<file path="src/rtl/uart_tx_fifo_if.sv">
// Handshake bundle between the terminal buffer and the UART TX stage.
// master: byte/strobe/clear driver; slave: the TX FIFO (line and status out).
interface uart_tx_fifo_if;
    logic [7:0] i_data;
    logic       i_data_v;
    logic       i_overflow_clr;
    logic       o_tx;
    logic       o_busy;
    logic       o_full;
    logic       o_empty;
    logic       o_overflow;

    modport master (
        output i_data, i_data_v, i_overflow_clr,
        input  o_tx, o_busy, o_full, o_empty, o_overflow
    );

    modport slave (
        input  i_data, i_data_v, i_overflow_clr,
        output o_tx, o_busy, o_full, o_empty, o_overflow
    );
endinterface

</file>
<file path="src/rtl/uart_tx_fifo.sv">
// Byte FIFO feeding an 8N1 UART transmitter (8E1 with UART_TX_PARITY_EN).
// Ports: clk, rst (async high), bus (slave): i_data/i_data_v/i_overflow_clr
// in; o_tx, o_busy, o_full, o_empty, o_overflow out.
module uart_tx_fifo #(
    parameter int CLKS_PER_BIT = 217,
    parameter int FIFO_AW      = 4
) (
    input  logic          clk,
    input  logic          rst,
    uart_tx_fifo_if.slave bus
);
    localparam int DEPTH = 1 << FIFO_AW;
    localparam logic [15:0] BAUD_LAST = 16'(CLKS_PER_BIT - 1);
    localparam logic [FIFO_AW:0] CNT_ONE = (FIFO_AW + 1)'(1);
    localparam logic [FIFO_AW-1:0] PTR_ONE = FIFO_AW'(1);

    typedef enum logic [2:0] {
        IDLE,
        START,
        DATA,
`ifdef UART_TX_PARITY_EN
        PARITY,
`endif
        STOP
    } state_t;

    logic [7:0]         mem [DEPTH];
    logic [FIFO_AW-1:0] rd_ptr, wr_ptr;
    logic [FIFO_AW:0]   count;
    logic               full, empty;
    logic               push, pop, drop;
    logic               ovf_q;
    logic [7:0]         head;

    state_t      state_q, state_d;
    logic [15:0] baud_q, baud_d;
    logic [2:0]  bit_q, bit_d;
    logic [7:0]  shift_q, shift_d;
    logic        tx_q, tx_d;
    logic        baud_done;
`ifdef UART_TX_PARITY_EN
    logic        par_q, par_d;
`endif

    // count never exceeds DEPTH, so its MSB alone marks full
    assign full  = count[FIFO_AW];
    assign empty = (count == '0);
    assign push  = bus.i_data_v & ~full;
    assign drop  = bus.i_data_v & full;
    assign head  = mem[rd_ptr];

    always_ff @(posedge clk) begin
        if (push) begin
            mem[wr_ptr] <= bus.i_data;
        end
    end

    always_ff @(posedge clk or posedge rst) begin
        if (rst) begin
            rd_ptr <= '0;
            wr_ptr <= '0;
            count  <= '0;
            ovf_q  <= 1'b0;
        end else begin
            if (push) wr_ptr <= wr_ptr + PTR_ONE;
            if (pop)  rd_ptr <= rd_ptr + PTR_ONE;
            if (push && !pop) begin
                count <= count + CNT_ONE;
            end else if (pop && !push) begin
                count <= count - CNT_ONE;
            end
            // a drop in the same cycle as a clear keeps the flag set
            if (drop) begin
                ovf_q <= 1'b1;
            end else if (bus.i_overflow_clr) begin
                ovf_q <= 1'b0;
            end
        end
    end

    assign baud_done = (baud_q == BAUD_LAST);

    always_comb begin
        state_d = state_q;
        baud_d  = baud_q + 16'd1;
        bit_d   = bit_q;
        shift_d = shift_q;
        tx_d    = tx_q;
        pop     = 1'b0;
`ifdef UART_TX_PARITY_EN
        par_d   = par_q;
`endif
        unique case (state_q)
            IDLE: begin
                baud_d = '0;
                tx_d   = 1'b1;
                if (!empty) begin
                    pop     = 1'b1;
                    shift_d = head;
                    tx_d    = 1'b0;
                    state_d = START;
`ifdef UART_TX_PARITY_EN
                    par_d   = ^head;
`endif
                end
            end
            START: begin
                if (baud_done) begin
                    baud_d  = '0;
                    tx_d    = shift_q[0];
                    bit_d   = '0;
                    state_d = DATA;
                end
            end
            DATA: begin
                if (baud_done) begin
                    baud_d = '0;
                    if (bit_q == 3'd7) begin
`ifdef UART_TX_PARITY_EN
                        tx_d    = par_q;
                        state_d = PARITY;
`else
                        tx_d    = 1'b1;
                        state_d = STOP;
`endif
                    end else begin
                        shift_d = {1'b0, shift_q[7:1]};
                        tx_d    = shift_q[1];
                        bit_d   = bit_q + 3'd1;
                    end
                end
            end
`ifdef UART_TX_PARITY_EN
            PARITY: begin
                if (baud_done) begin
                    baud_d  = '0;
                    tx_d    = 1'b1;
                    state_d = STOP;
                end
            end
`endif
            STOP: begin
                if (baud_done) begin
                    baud_d = '0;
                    // chain straight into the next start bit when queued
                    if (!empty) begin
                        pop     = 1'b1;
                        shift_d = head;
                        tx_d    = 1'b0;
                        state_d = START;
`ifdef UART_TX_PARITY_EN
                        par_d   = ^head;
`endif
                    end else begin
                        tx_d    = 1'b1;
                        state_d = IDLE;
                    end
                end
            end
            default: begin
                state_d = IDLE;
                tx_d    = 1'b1;
            end
        endcase
    end

    always_ff @(posedge clk or posedge rst) begin
        if (rst) begin
            state_q <= IDLE;
            baud_q  <= '0;
            bit_q   <= '0;
            shift_q <= '0;
            tx_q    <= 1'b1;
`ifdef UART_TX_PARITY_EN
            par_q   <= 1'b0;
`endif
        end else begin
            state_q <= state_d;
            baud_q  <= baud_d;
            bit_q   <= bit_d;
            shift_q <= shift_d;
            tx_q    <= tx_d;
`ifdef UART_TX_PARITY_EN
            par_q   <= par_d;
`endif
        end
    end

    assign bus.o_tx       = tx_q;
    assign bus.o_full     = full;
    assign bus.o_empty    = empty;
    assign bus.o_overflow = ovf_q;
    assign bus.o_busy     = (state_q != IDLE) | ~empty;
endmodule

</file>
<file path="src/flat_wrapper.sv">
// flat-port wrapper written by rule: the top's interface ports become plain ports
module uart_tx_fifo_flat 
#(
    parameter int CLKS_PER_BIT = 217,
    parameter int FIFO_AW      = 4
)
  (clk, rst, bus_i_data, bus_i_data_v, bus_i_overflow_clr, bus_o_tx, bus_o_busy, bus_o_full, bus_o_empty, bus_o_overflow);
  uart_tx_fifo_if bus_i ();
  input  logic clk;
  input  logic rst;
  input wire logic [$bits(bus_i.i_data)-1:0] bus_i_data;
  input wire logic [$bits(bus_i.i_data_v)-1:0] bus_i_data_v;
  input wire logic [$bits(bus_i.i_overflow_clr)-1:0] bus_i_overflow_clr;
  output wire logic [$bits(bus_i.o_tx)-1:0] bus_o_tx;
  output wire logic [$bits(bus_i.o_busy)-1:0] bus_o_busy;
  output wire logic [$bits(bus_i.o_full)-1:0] bus_o_full;
  output wire logic [$bits(bus_i.o_empty)-1:0] bus_o_empty;
  output wire logic [$bits(bus_i.o_overflow)-1:0] bus_o_overflow;
  assign bus_i.i_data = bus_i_data;
  assign bus_i.i_data_v = bus_i_data_v;
  assign bus_i.i_overflow_clr = bus_i_overflow_clr;
  assign bus_o_tx = bus_i.o_tx;
  assign bus_o_busy = bus_i.o_busy;
  assign bus_o_full = bus_i.o_full;
  assign bus_o_empty = bus_i.o_empty;
  assign bus_o_overflow = bus_i.o_overflow;
  uart_tx_fifo #(.CLKS_PER_BIT(CLKS_PER_BIT), .FIFO_AW(FIFO_AW)) u_core (.clk(clk), .rst(rst), .bus(bus_i));
endmodule
</file>
<file path="config.mk">
export PLATFORM = sky130hd
export DESIGN_NAME = uart_tx_fifo_flat
export DESIGN_NICKNAME = d
export VERILOG_FILES = /design/src/rtl/uart_tx_fifo_if.sv /design/src/rtl/uart_tx_fifo.sv /design/src/flat_wrapper.sv
export SDC_FILE = /design/constraint.sdc
export NUM_CORES = 1
export LEC_CHECK = 0
export ABC_AREA = 0
export ABC_CLOCK_PERIOD_IN_PS = 7300
export CELL_PAD_IN_SITES_DETAIL_PLACEMENT = 2
export CELL_PAD_IN_SITES_GLOBAL_PLACEMENT = 2
export CORE_ASPECT_RATIO = 1.75
export CORE_UTILIZATION = 45
export CTS_CLUSTER_DIAMETER = 60
export DETAILED_ROUTE_END_ITERATION = 10
export GPL_ROUTABILITY_DRIVEN = 0
export PLACE_DENSITY = 0.74
export SLEW_MARGIN = 0
export SYNTH_ARGS = -nofsm -noshare
export SYNTH_HDL_FRONTEND = slang
export SYNTH_SLANG_ARGS = --single-unit
</file>
<file path="constraint.sdc">
create_clock -name clk -period 7.3 [get_ports clk]
set_input_delay 1.095 -clock clk [delete_from_list [all_inputs] [get_ports clk]]
set_output_delay 1.095 -clock clk [all_outputs]
set_load 0.005 [all_outputs]
</file>
==> results.ini, run 1 <==
[outcome]
status = completed

[setup_path]
reg2reg_depth = 15
cp.depth = 15
path_buf_inv = 3
crit_chain = inv_1 > ha_1 > nor3b_2 > and4_2 > a21oi_1 > nor3_1 > inv_1 > ha_1 > inv_1 > ha_1 > a21o_1 > a21oi_1 > xnor2_1 > nor2_1 > xor2_1
worstPathRequired_ns = 7.61
arrival_ns = 3.75
r2r_start = u_core.baud_q[0]
worst_setup_path_start_kind = register
crit_family = simple AND/OR/NAND/NOR gates
cpMaxStageDelayCell = nor3_1
end_kind = register
rr_endpoint = u_core.count[4]
critPathMaxFanout = 4
path_class = register to register
critPathMaxStageDelay_ns = 0.47
reg2reg_setup_slack_ns = 3.86

[floorplanning]
initial_utilization_pct = 46.5
rows = 61
dieArea_mm2 = 0.0171
io_pins = 17
core_area_mm2 = 0.0160
die_h_um = 172
die_w_um = 99.3

[place]
place_ws_ns = 3.52
dp.final_hpwl_um = 11600
place_inst = 651
portBuffers = 16

[detailed_routing]
dr.pass1.iters = 4
postRouteAntennaNets = 0
drc = 0
drtIter0Drc = 167
via_count = 3990
via_per_inst = 5.84
routed_wirelength_um = 16600
detail_route.wl_per_cell_um = 24.3

[yosys]
ys_warn_count = 0
synth_nets = 492
async_flop_share_pct = 25.6
ys_ff_latch = 172
synth_cell_types = 56
synth_cells = 462
ys_seq_area_share_pct = 66.4
synthFlopType = edfxtp_1
synth_area_mm2 = 0.00745
synth_area_per_cell_um2 = 16.1
synth-edff-count = 128

[sta]
finalWorstSetupSlack_ns = 3.86
final.min_clock_period_ns = 3.44
slew_violations = 0
timing.fmax_ghz = 0.291
finalSetupTns_ns = 0
relSlewSlack_pct = 35.0
setup_viol = 0
skew_ns = 0.0133
hold_violations = 0
tightest_slew_ns = 0.974
rsz0062_at_grt = no
fin_crit_sh_pct = 47.2

[final_layout]
final_util_pct = 52.1
diodes = 0
syn_to_final_growth_pct = 12.2
drive_above_1_share_pct = 16.4
layout.nets = 511
fillerInstances = 1439
stdcell_count = 683

[worst_hold_path]
holdPathStages = 1
hold_class = register to register
hold_end = u_core.baud_q[0]
min_from = u_core.baud_q[0]

[power]
p_per_area_mw_per_mm2 = 391
leakagePower_nw = 3.04
power.share.sequential_pct = 39.2
internal-power_mw = 2.15
irDropWorstVdd_uv = 187
p_sw_mw = 1.11
comb_power_share_pct = 33.9
finalPower_mw = 3.27
clockPowerShare_pct = 26.8
netSwitchingFraction_pct = 34.1

[clock_tree]
cts_sinks = 172
cts_max_path_buffers = 2
path_clk_slew_ns = 0.08
cts-buffers-inserted = 17
cts_resized = 0
cts_hold_buf = 0
insertion_delay_ns = 0.42
cts_setup_buffers = 0
htree_num_levels = 4
cts_root_buf = clkbuf_16
tritoncts = built

[flow_run]
maxCapViolations = 0

[grt]
grt-ovfl-total = 0
antenna_found_initial = 0
grt_max_degree = 47
grt_pass1_vias = 4615
track_usage_pct = 21.4
grt_pass1_wl_um = 26300

-- cells in the final DEF, fill, tap and decap left out, types with 16 or more instances in the layout --
cell,instances
and2_1,17
clkbuf_16,17
clkdlybuf4s50_1,16
dfrtp_1,42
edfxtp_1,128
ha_1,17
mux2i_1,29
mux4_2,22
nand2_1,20
nor2_1,20
-- power by group through the flow --
stage	Combinational [mW]	Clock (mW)	Sequential, mW
2_1_floorplan	0.845	0	1.27
3_3_place_gp	1.07	0	1.29
3_5_place_dp	1.12	0	1.30
4_1_cts	1.13	0.898	1.28
5_1_grt	1.22	0.933	1.30
6_report	1.11	0.876	1.28
-- cell families (layout without fill, tap and decap cells) --
family          Yosys count  in the layout  share of synthesized area, %
simple gates            100            100                          8.05
buf+inv                  35             67                          2.07
mux                      63             63                          12.7
compound gates           51             51                          4.99
flops                   172            172                          66.4
xor+xnor                 23             23                          2.70
fa+ha+maj                18             18                          3.12
-- stage by stage --
step / hold slack [ns] / cell area, µm²
floorplan: 0.447 / 7450
global placement: 0.464 / 7770
detailed placement: 0.501 / 7770
CTS: 0.512 / 8360
global route: 0.534 / 8360
finish: 0.501 / 8360
-- flip-flops by register name (all words and copies together), names as in the netlist --
name                   count
u_core.bus.o_tx            1
u_core.state_q             2
u_core.rd_ptr              4
u_core.shift_q             8
u_core.wr_ptr              4
u_core.bit_q               3
u_core.bus.o_overflow      1
u_core.mem               128
u_core.baud_q             16
u_core.count               5
-- cell usage after synthesis (2+ instances only) --
master,number,share of area (%)
a31oi_1,2,0.17
mux2_2,6,0.91
nand2_1,20,1.0
clkbuf_1,9,0.45
xnor2_1,14,1.6
dfrtp_1,43,14
nor3_1,5,0.34
and3_1,4,0.34
nor3b_1,2,0.20
or3_1,2,0.17
mux2i_1,29,3.9
nor4_4,2,0.57
a21o_1,2,0.20
mux2_4,6,1.2
a22o_1,5,0.59
nor2b_1,5,0.42
nand3_1,7,0.47
a21oi_1,10,0.67
a32oi_1,5,0.59
and2_1,17,1.4
buf_4,2,0.20
o2111ai_1,2,0.24
ha_1,17,2.9
nand4_1,2,0.17
o31ai_1,6,0.60
mux4_2,22,6.7
inv_1,15,0.76
a22oi_1,5,0.50
xor2_1,9,1.1
o21ai_0,9,0.60
buf_2,6,0.40
and4_1,2,0.24
edfxtp_1,128,52
nor2_1,20,1.0
-- per-layer routing --
layer	vias to the layer above	track usage, %	wire (µm)
li1	1799	-	-
met1	2126	23.2	6370
met2	44	41.2	9640
met3	21	4.24	275
met4	0	6.71	304
met5	-	0	0
-- cell type report --
type | count | area [µm²] | area share [%]
Timing Repair Buffer | 19 | 183 | 2.19
Multi-Input combinational cell | 255 | 2350 | 28.1
Sequential cell | 172 | 4950 | 59.2
Tap cell | 189 | 236 | 2.83
Inverter | 16 | 60.1 | 0.719
Clock buffer | 17 | 425 | 5.09
Clock inverter | 15 | 156 | 1.87
-- worst max path at each step --
| stage | startpoint | endpoint |
|---|---|---|
| 3_5_place_dp | bus_i_data_v | u_core.count[4] |
| 3_3_place_gp | bus_i_data_v | u_core.count[4] |
| 4_1_cts | u_core.baud_q[0] | u_core.count[4] |
| 6_report | u_core.baud_q[0] | u_core.count[4] |
| 5_1_grt | u_core.baud_q[0] | u_core.count[4] |
| 2_1_floorplan | bus_i_data_v | u_core.count[4] |
No activity file was read; power rests on OpenSTA's default activity.
==> inputs of run 2 (changes only) <==
--- a/config.mk
+++ b/config.mk
@@ -6,15 +6,15 @@
 export NUM_CORES = 1
 export LEC_CHECK = 0
 export ABC_AREA = 0
-export ABC_CLOCK_PERIOD_IN_PS = 7300
+export ABC_CLOCK_PERIOD_IN_PS = 2800
 export CELL_PAD_IN_SITES_DETAIL_PLACEMENT = 2
 export CELL_PAD_IN_SITES_GLOBAL_PLACEMENT = 2
 export CORE_ASPECT_RATIO = 1.75
-export CORE_UTILIZATION = 45
+export CORE_UTILIZATION = 42
 export CTS_CLUSTER_DIAMETER = 60
 export DETAILED_ROUTE_END_ITERATION = 10
 export GPL_ROUTABILITY_DRIVEN = 0
-export PLACE_DENSITY = 0.74
+export PLACE_DENSITY = 0.72
 export SLEW_MARGIN = 0
 export SYNTH_ARGS = -nofsm -noshare
 export SYNTH_HDL_FRONTEND = slang
==> constraint.sdc (replaced) <==
create_clock -name clk -period 2.8 [get_ports clk]
set_input_delay 0.42 -clock clk [delete_from_list [all_inputs] [get_ports clk]]
set_output_delay 0.42 -clock clk [all_outputs]
set_load 0.005 [all_outputs]
==> results.ini, run 2 (same netlist as run 1, synthesis figures left out) <==
[power]
irDropWorstVdd_uv = 569  ; +200%
p_per_area_mw_per_mm2 = 1030  ; +160%
leakagePower_nw = 3.31  ; +8.6%

[final_layout]
final_common_cell = edfxtp_1
max_flop_register = u_core.mem
largest_register_ffs = 128  ; unchanged
layout.nets = 561  ; +9.8%
final_cell_mix = edfxtp_1 (128), buf_4 (51), dfrtp_1 (42)
final_util_pct = 50.8  ; -1.4 points
drive_above_1_share_pct = 25.9  ; +9.5 points
diodes = 0  ; unchanged
fillerInstances = 1629  ; +13%
top_regs = u_core.mem: 128 flops, u_core.baud_q: 16 flops, u_core.shift_q: 8 flops
syn_to_final_growth_pct = 19.0

[sta]
timing.fmax_ghz = 0.367  ; +26%
hold_violations = 0  ; unchanged
setup_viol = 0  ; unchanged
slew_violations = 0  ; unchanged
tightest_slew_ns = 0.823  ; -0.151 ns
fin_crit_sh_pct = 97.3  ; +50 points
skew_ns = 0.0102  ; -0.00319 ns
final.min_clock_period_ns = 2.73  ; -0.717 ns
relSlewSlack_pct = 45.0  ; +10 points
rsz0062_at_grt = yes
finalWorstSetupSlack_ns = 0.0747  ; -3.78 ns

[clock_tree]
htree_num_levels = 4  ; unchanged
tritoncts = built
cts_max_path_buffers = 2  ; unchanged
cts_root_buf = clkbuf_16
insertion_delay_ns = 0.43  ; about the same
cts_sinks = 172  ; unchanged
cts-buffers-inserted = 17  ; unchanged
path_clk_slew_ns = 0.07  ; about the same

[detailed_routing]
via_per_inst = 5.42  ; -7.2%
postRouteAntennaNets = 0  ; unchanged
drtIter0Drc = 189  ; +13%
routed_wirelength_um = 18500  ; +12%
via_count = 4201  ; +5.3%
drc = 0  ; unchanged
dr.pass1.iters = 4  ; unchanged
detail_route.wl_per_cell_um = 23.9  ; -1.6%

[floorplanning]
core_area_mm2 = 0.0175  ; +8.9%
io_pins = 17  ; unchanged
initial_utilization_pct = 42.7  ; -3.8 points
die_w_um = 103  ; +3.4%
die_h_um = 178  ; +3.5%
rows = 64  ; +4.9%
dieArea_mm2 = 0.0183  ; +7.0%

[grt]
grt_pass1_wl_um = 28400  ; +7.8%
grt-ovfl-total = 0  ; unchanged
antenna_found_initial = 0  ; unchanged
grt_pass1_vias = 4817  ; +4.4%
track_usage_pct = 22.1  ; +0.76 points
grt_max_degree = 35  ; -26%

[setup_path]
worst_setup_path_start_kind = register
critPathMaxFanout = 4  ; unchanged
crit_start = u_core.baud_q[1]
arrival_ns = 3.04  ; -0.71 ns
worstPathRequired_ns = 3.12  ; -4.49 ns
r2r_start = u_core.baud_q[1]
path_class = register to register
end_kind = register

[flow_run]
maxCapViolations = 0  ; unchanged

[outcome]
status = completed

[place]
dp.final_hpwl_um = 12800  ; +11%
place_ws_ns = -0.156  ; -3.67 ns
portBuffers = 16  ; unchanged

[worst_hold_path]
hold_class = input port to async pin

[run 2: worst max-delay path, stage by stage, from the launching register on]
cell and delay [ns]:
dfrtp_1 0.39, inv_1 0.07, ha_2 0.17, nor3b_4 0.20
and4_4 0.28, a21oi_4 0.07, nor3_4 0.16, inv_2 0.08
ha_4 0.18, inv_4 0.07, ha_4 0.20, a21o_1 0.18
a21oi_2 0.17, xnor2_1 0.15, nor2_1 0.09, xor2_1 0.14
[run 2: timing repair]
action | 4_1_cts | 5_1_grt
pin swaps | 7 | 7
buffers inserted | 9 | 9
setup endpoints to repair | 2 | 3
resized for setup | 8 | 7
hold buffers | 0 | 0
[run 2: cell type report]
type / instances / area [µm²] / area share (%)
Clock inverter: 15 / 140 / 1.58
Timing Repair Buffer: 69 / 583 / 6.58
Tap cell: 231 / 289 / 3.26
Inverter: 16 / 62.6 / 0.706
Clock buffer: 17 / 425 / 4.80
Multi-Input combinational cell: 255 / 2410 / 27.2
Sequential cell: 172 / 4950 / 55.8
[run 2: final timing paths]
path                       depth (start not counted)  slack, ns           endpoint
max                                               15       0.07    u_core.count[4]
min                                                2       0.47    u_core.count[0]
max reg2reg                                       15       0.07    u_core.count[4]
min reg2reg                                        1       0.54  u_core.shift_q[2]
max in group asynchronous                          3       1.64   u_core.baud_q[6]
min in group clk                                   1       0.54  u_core.shift_q[2]
[run 2: stage by stage]
stage	cells	instance area (µm²)	total power [mW]	hold WS (ns)	TNS (ns)
2_1_floorplan	462	7450	5.53	0.447	0
3_3_place_gp	726	8110	6.39	0.502	0
3_5_place_dp	726	8110	6.59	0.510	-0.217
4_1_cts	767	8770	9.07	0.499	0
5_1_grt	775	8860	9.59	0.522	-0.0351
6_report	775	8860	9.12	0.471	0
[run 2: metal layers]
metal	GRT usage (%)	wire [µm]	vias up
li1	-	-	1896
met1	24.1	6970	2236
met2	41.5	10800	45
met3	3.80	309	24
met4	8.33	437	0
met5	0	0	-
[run 2: power breakdown]
| part | switching [mW] | leakage [nW] | internal, mW |
|---|---|---|---|
| clock network | 1.04 | 0.274 | 1.24 |
| logic | 1.71 | 1.32 | 1.72 |
| registers | 0.314 | 1.71 | 3.10 |
==> inputs of run 3 (changes only) <==
--- a/config.mk
+++ b/config.mk
@@ -15,6 +15,7 @@
 export DETAILED_ROUTE_END_ITERATION = 10
 export GPL_ROUTABILITY_DRIVEN = 0
 export PLACE_DENSITY = 0.72
+export RECOVER_POWER = 50
 export SLEW_MARGIN = 0
 export SYNTH_ARGS = -nofsm -noshare
 export SYNTH_HDL_FRONTEND = slang
==> results.ini, run 3 (same netlist as run 1, synthesis figures left out) <==
[place]
place_ws_ns = -0.156  ; unchanged
portBuffers = 16  ; unchanged
dp.final_hpwl_um = 12800  ; unchanged

[final_layout]
seqCellArea_mm2 = 0.00495  ; unchanged
top_regs = u_core.mem: 128 flops, u_core.baud_q: 16 flops, u_core.shift_q: 8 flops
final_cell_mix = edfxtp_1 (128), buf_4 (50), dfrtp_1 (42)
multi_input_area_mm2 = 0.00241  ; unchanged
layout.nets = 561  ; unchanged
syn_to_final_growth_pct = 18.9  ; about the same
fillerInstances = 1631  ; +0.12%
max_flop_register = u_core.mem
final_common_cell = edfxtp_1
largest_register_ffs = 128  ; unchanged
drive_above_1_share_pct = 25.6  ; -0.37 points
diodes = 0  ; unchanged
final_util_pct = 50.7  ; about the same

[clock_tree]
insertion_delay_ns = 0.43  ; about the same
cts_sinks = 172  ; unchanged
cts_max_path_buffers = 2  ; unchanged
path_clk_slew_ns = 0.07  ; about the same
cts-buffers-inserted = 17  ; unchanged
cts_root_buf = clkbuf_16
cts_hold_buf = 0  ; unchanged
htree_num_levels = 4  ; unchanged
tritoncts = built

[power]
p_sw_mw = 3.07  ; about the same
p_per_area_mw_per_mm2 = 1030  ; about the same
netSwitchingFraction_pct = 33.6  ; about the same
leakagePower_nw = 3.31  ; about the same
power.share.sequential_pct = 37.4  ; about the same
clockPowerShare_pct = 25.0  ; about the same
comb_power_share_pct = 37.6  ; about the same
irDropWorstVdd_uv = 569  ; about the same
internal-power_mw = 6.05  ; about the same

[grt]
grt_use_met3_pct = 3.80  ; unchanged
grtUsageMet2_pct = 41.5  ; unchanged
grt-ovfl-total = 0  ; unchanged
grt_max_degree = 35  ; unchanged
grt_pass1_vias = 4817  ; unchanged
use_met1_pct = 24.1  ; unchanged
grt_pass1_wl_um = 28400  ; unchanged
grt_busiest_layer = met2
track_usage_pct = 22.1  ; unchanged
antenna_found_initial = 0  ; unchanged

[setup_path]
path_class = register to register
worstPathRequired_ns = 3.12  ; about the same
worst_setup_path_start_kind = register
reg2reg_depth = 15  ; unchanged
critPathMaxFanout = 4  ; unchanged
reg2reg_setup_slack_ns = 0.07  ; about the same
worstSetupEndpoint = u_core.count[4]
crit_start = u_core.baud_q[1]
arrival_ns = 3.05  ; about the same
end_kind = register
r2r_start = u_core.baud_q[1]
rr_endpoint = u_core.count[4]

[sta]
timing.hold.ws_ns = 0.536  ; +0.0648 ns
rsz0062_at_grt = yes
slew_violations = 0  ; unchanged
setup_viol = 0  ; unchanged
skew_ns = 0.0102  ; unchanged
fin_crit_sh_pct = 97.4  ; about the same
finalWorstSetupSlack_ns = 0.0735  ; -0.00112 ns
final.min_clock_period_ns = 2.73  ; +0.00112 ns
tightest_slew_ns = 1.49  ; +0.668 ns
timing.fmax_ghz = 0.367  ; about the same
hold_violations = 0  ; unchanged
relSlewSlack_pct = 0.497  ; -45 points

[detailed_routing]
routed_wirelength_um = 18500  ; about the same
drc = 0  ; unchanged
dr.pass1.iters = 4  ; unchanged
via_per_inst = 5.42  ; about the same
detail_route.wl_per_cell_um = 23.9  ; about the same
via_count = 4202  ; +0.024%
drtIter0Drc = 192  ; +1.6%
postRouteAntennaNets = 0  ; unchanged

[floorplanning]
initial_utilization_pct = 42.7  ; unchanged
io_pins = 17  ; unchanged
rows = 64  ; unchanged
die_w_um = 103  ; unchanged
dieArea_mm2 = 0.0183  ; unchanged
core_area_mm2 = 0.0175  ; unchanged
die_h_um = 178  ; unchanged

[outcome]
violations = max-capacitance violations
status = complete, but fails checks

[flow_run]
maxCapViolations = 1  ; +1

[worst_hold_path]
hold_class = register to register
min_from = u_core.shift_q[2]

## run 3: worst max-delay path, stage by stage (launching register included)
cell,delay (ns)
dfrtp_1,0.39
inv_1,0.07
ha_2,0.17
nor3b_4,0.20
and4_4,0.28
a21oi_4,0.07
nor3_4,0.16
inv_2,0.08
ha_4,0.18
inv_4,0.07
ha_4,0.20
a21o_1,0.18
a21oi_2,0.17
xnor2_1,0.15
nor2_1,0.09
xor2_1,0.14
## run 3: repair_timing
item / 4_1_cts / 5_1_grt
setup endpoints to repair: 2 / 3
buffers inserted: 9 / 9
resized for setup: 8 / 7
pin swaps: 7 / 7
## run 3: final cells by class
class / count / area share (%)
Inverter: 16 / 0.706
Tap cell: 231 / 3.26
Multi-Input combinational cell: 255 / 27.2
Clock buffer: 17 / 4.80
Clock inverter: 15 / 1.58
Sequential cell: 172 / 55.9
Timing Repair Buffer: 69 / 6.54
## run 3: metrics by stage
| step | instance area (µm²) | instances | setup TNS (ns) | power [mW] |
|---|---|---|---|---|
| after global placement | 8110 | 726 | 0 | 6.39 |
| after floorplan | 7450 | 462 | 0 | 5.53 |
| after detailed placement | 8110 | 726 | -0.217 | 6.59 |
| after global routing | 8860 | 775 | -0.0351 | 9.59 |
| after CTS | 8770 | 767 | 0 | 9.07 |
| final | 8860 | 775 | 0 | 9.12 |
## run 3: power groups by stage
| stage | Clock (mW) | Combinational (mW) | Sequential (mW) |
|---|---|---|---|
| detailed placement | 0 | 3.13 | 3.46 |
| CTS | 2.32 | 3.32 | 3.42 |
| global route | 2.41 | 3.73 | 3.45 |
| global placement | 0 | 2.96 | 3.43 |
| finish | 2.28 | 3.43 | 3.41 |
| floorplan | 0 | 2.21 | 3.32 |
## run 3: worst min-delay path by stage
stage,to,slack (ns),cells past startpoint
after floorplan,u_core.baud_q[0],0.45,1
after global placement,u_core.count[3],0.50,2
after detailed placement,u_core.shift_q[6],0.51,1
after CTS,u_core.count[1],0.50,2
after global routing,u_core.shift_q[2],0.56,1
final,u_core.shift_q[2],0.54,1
## run 3: per-layer routing
metal / wire, µm / vias to the layer above
met5: 0 / -
met4: 437 / 0
met3: 308 / 24
met2: 10800 / 45
met1: 6970 / 2237
li1: - / 1896
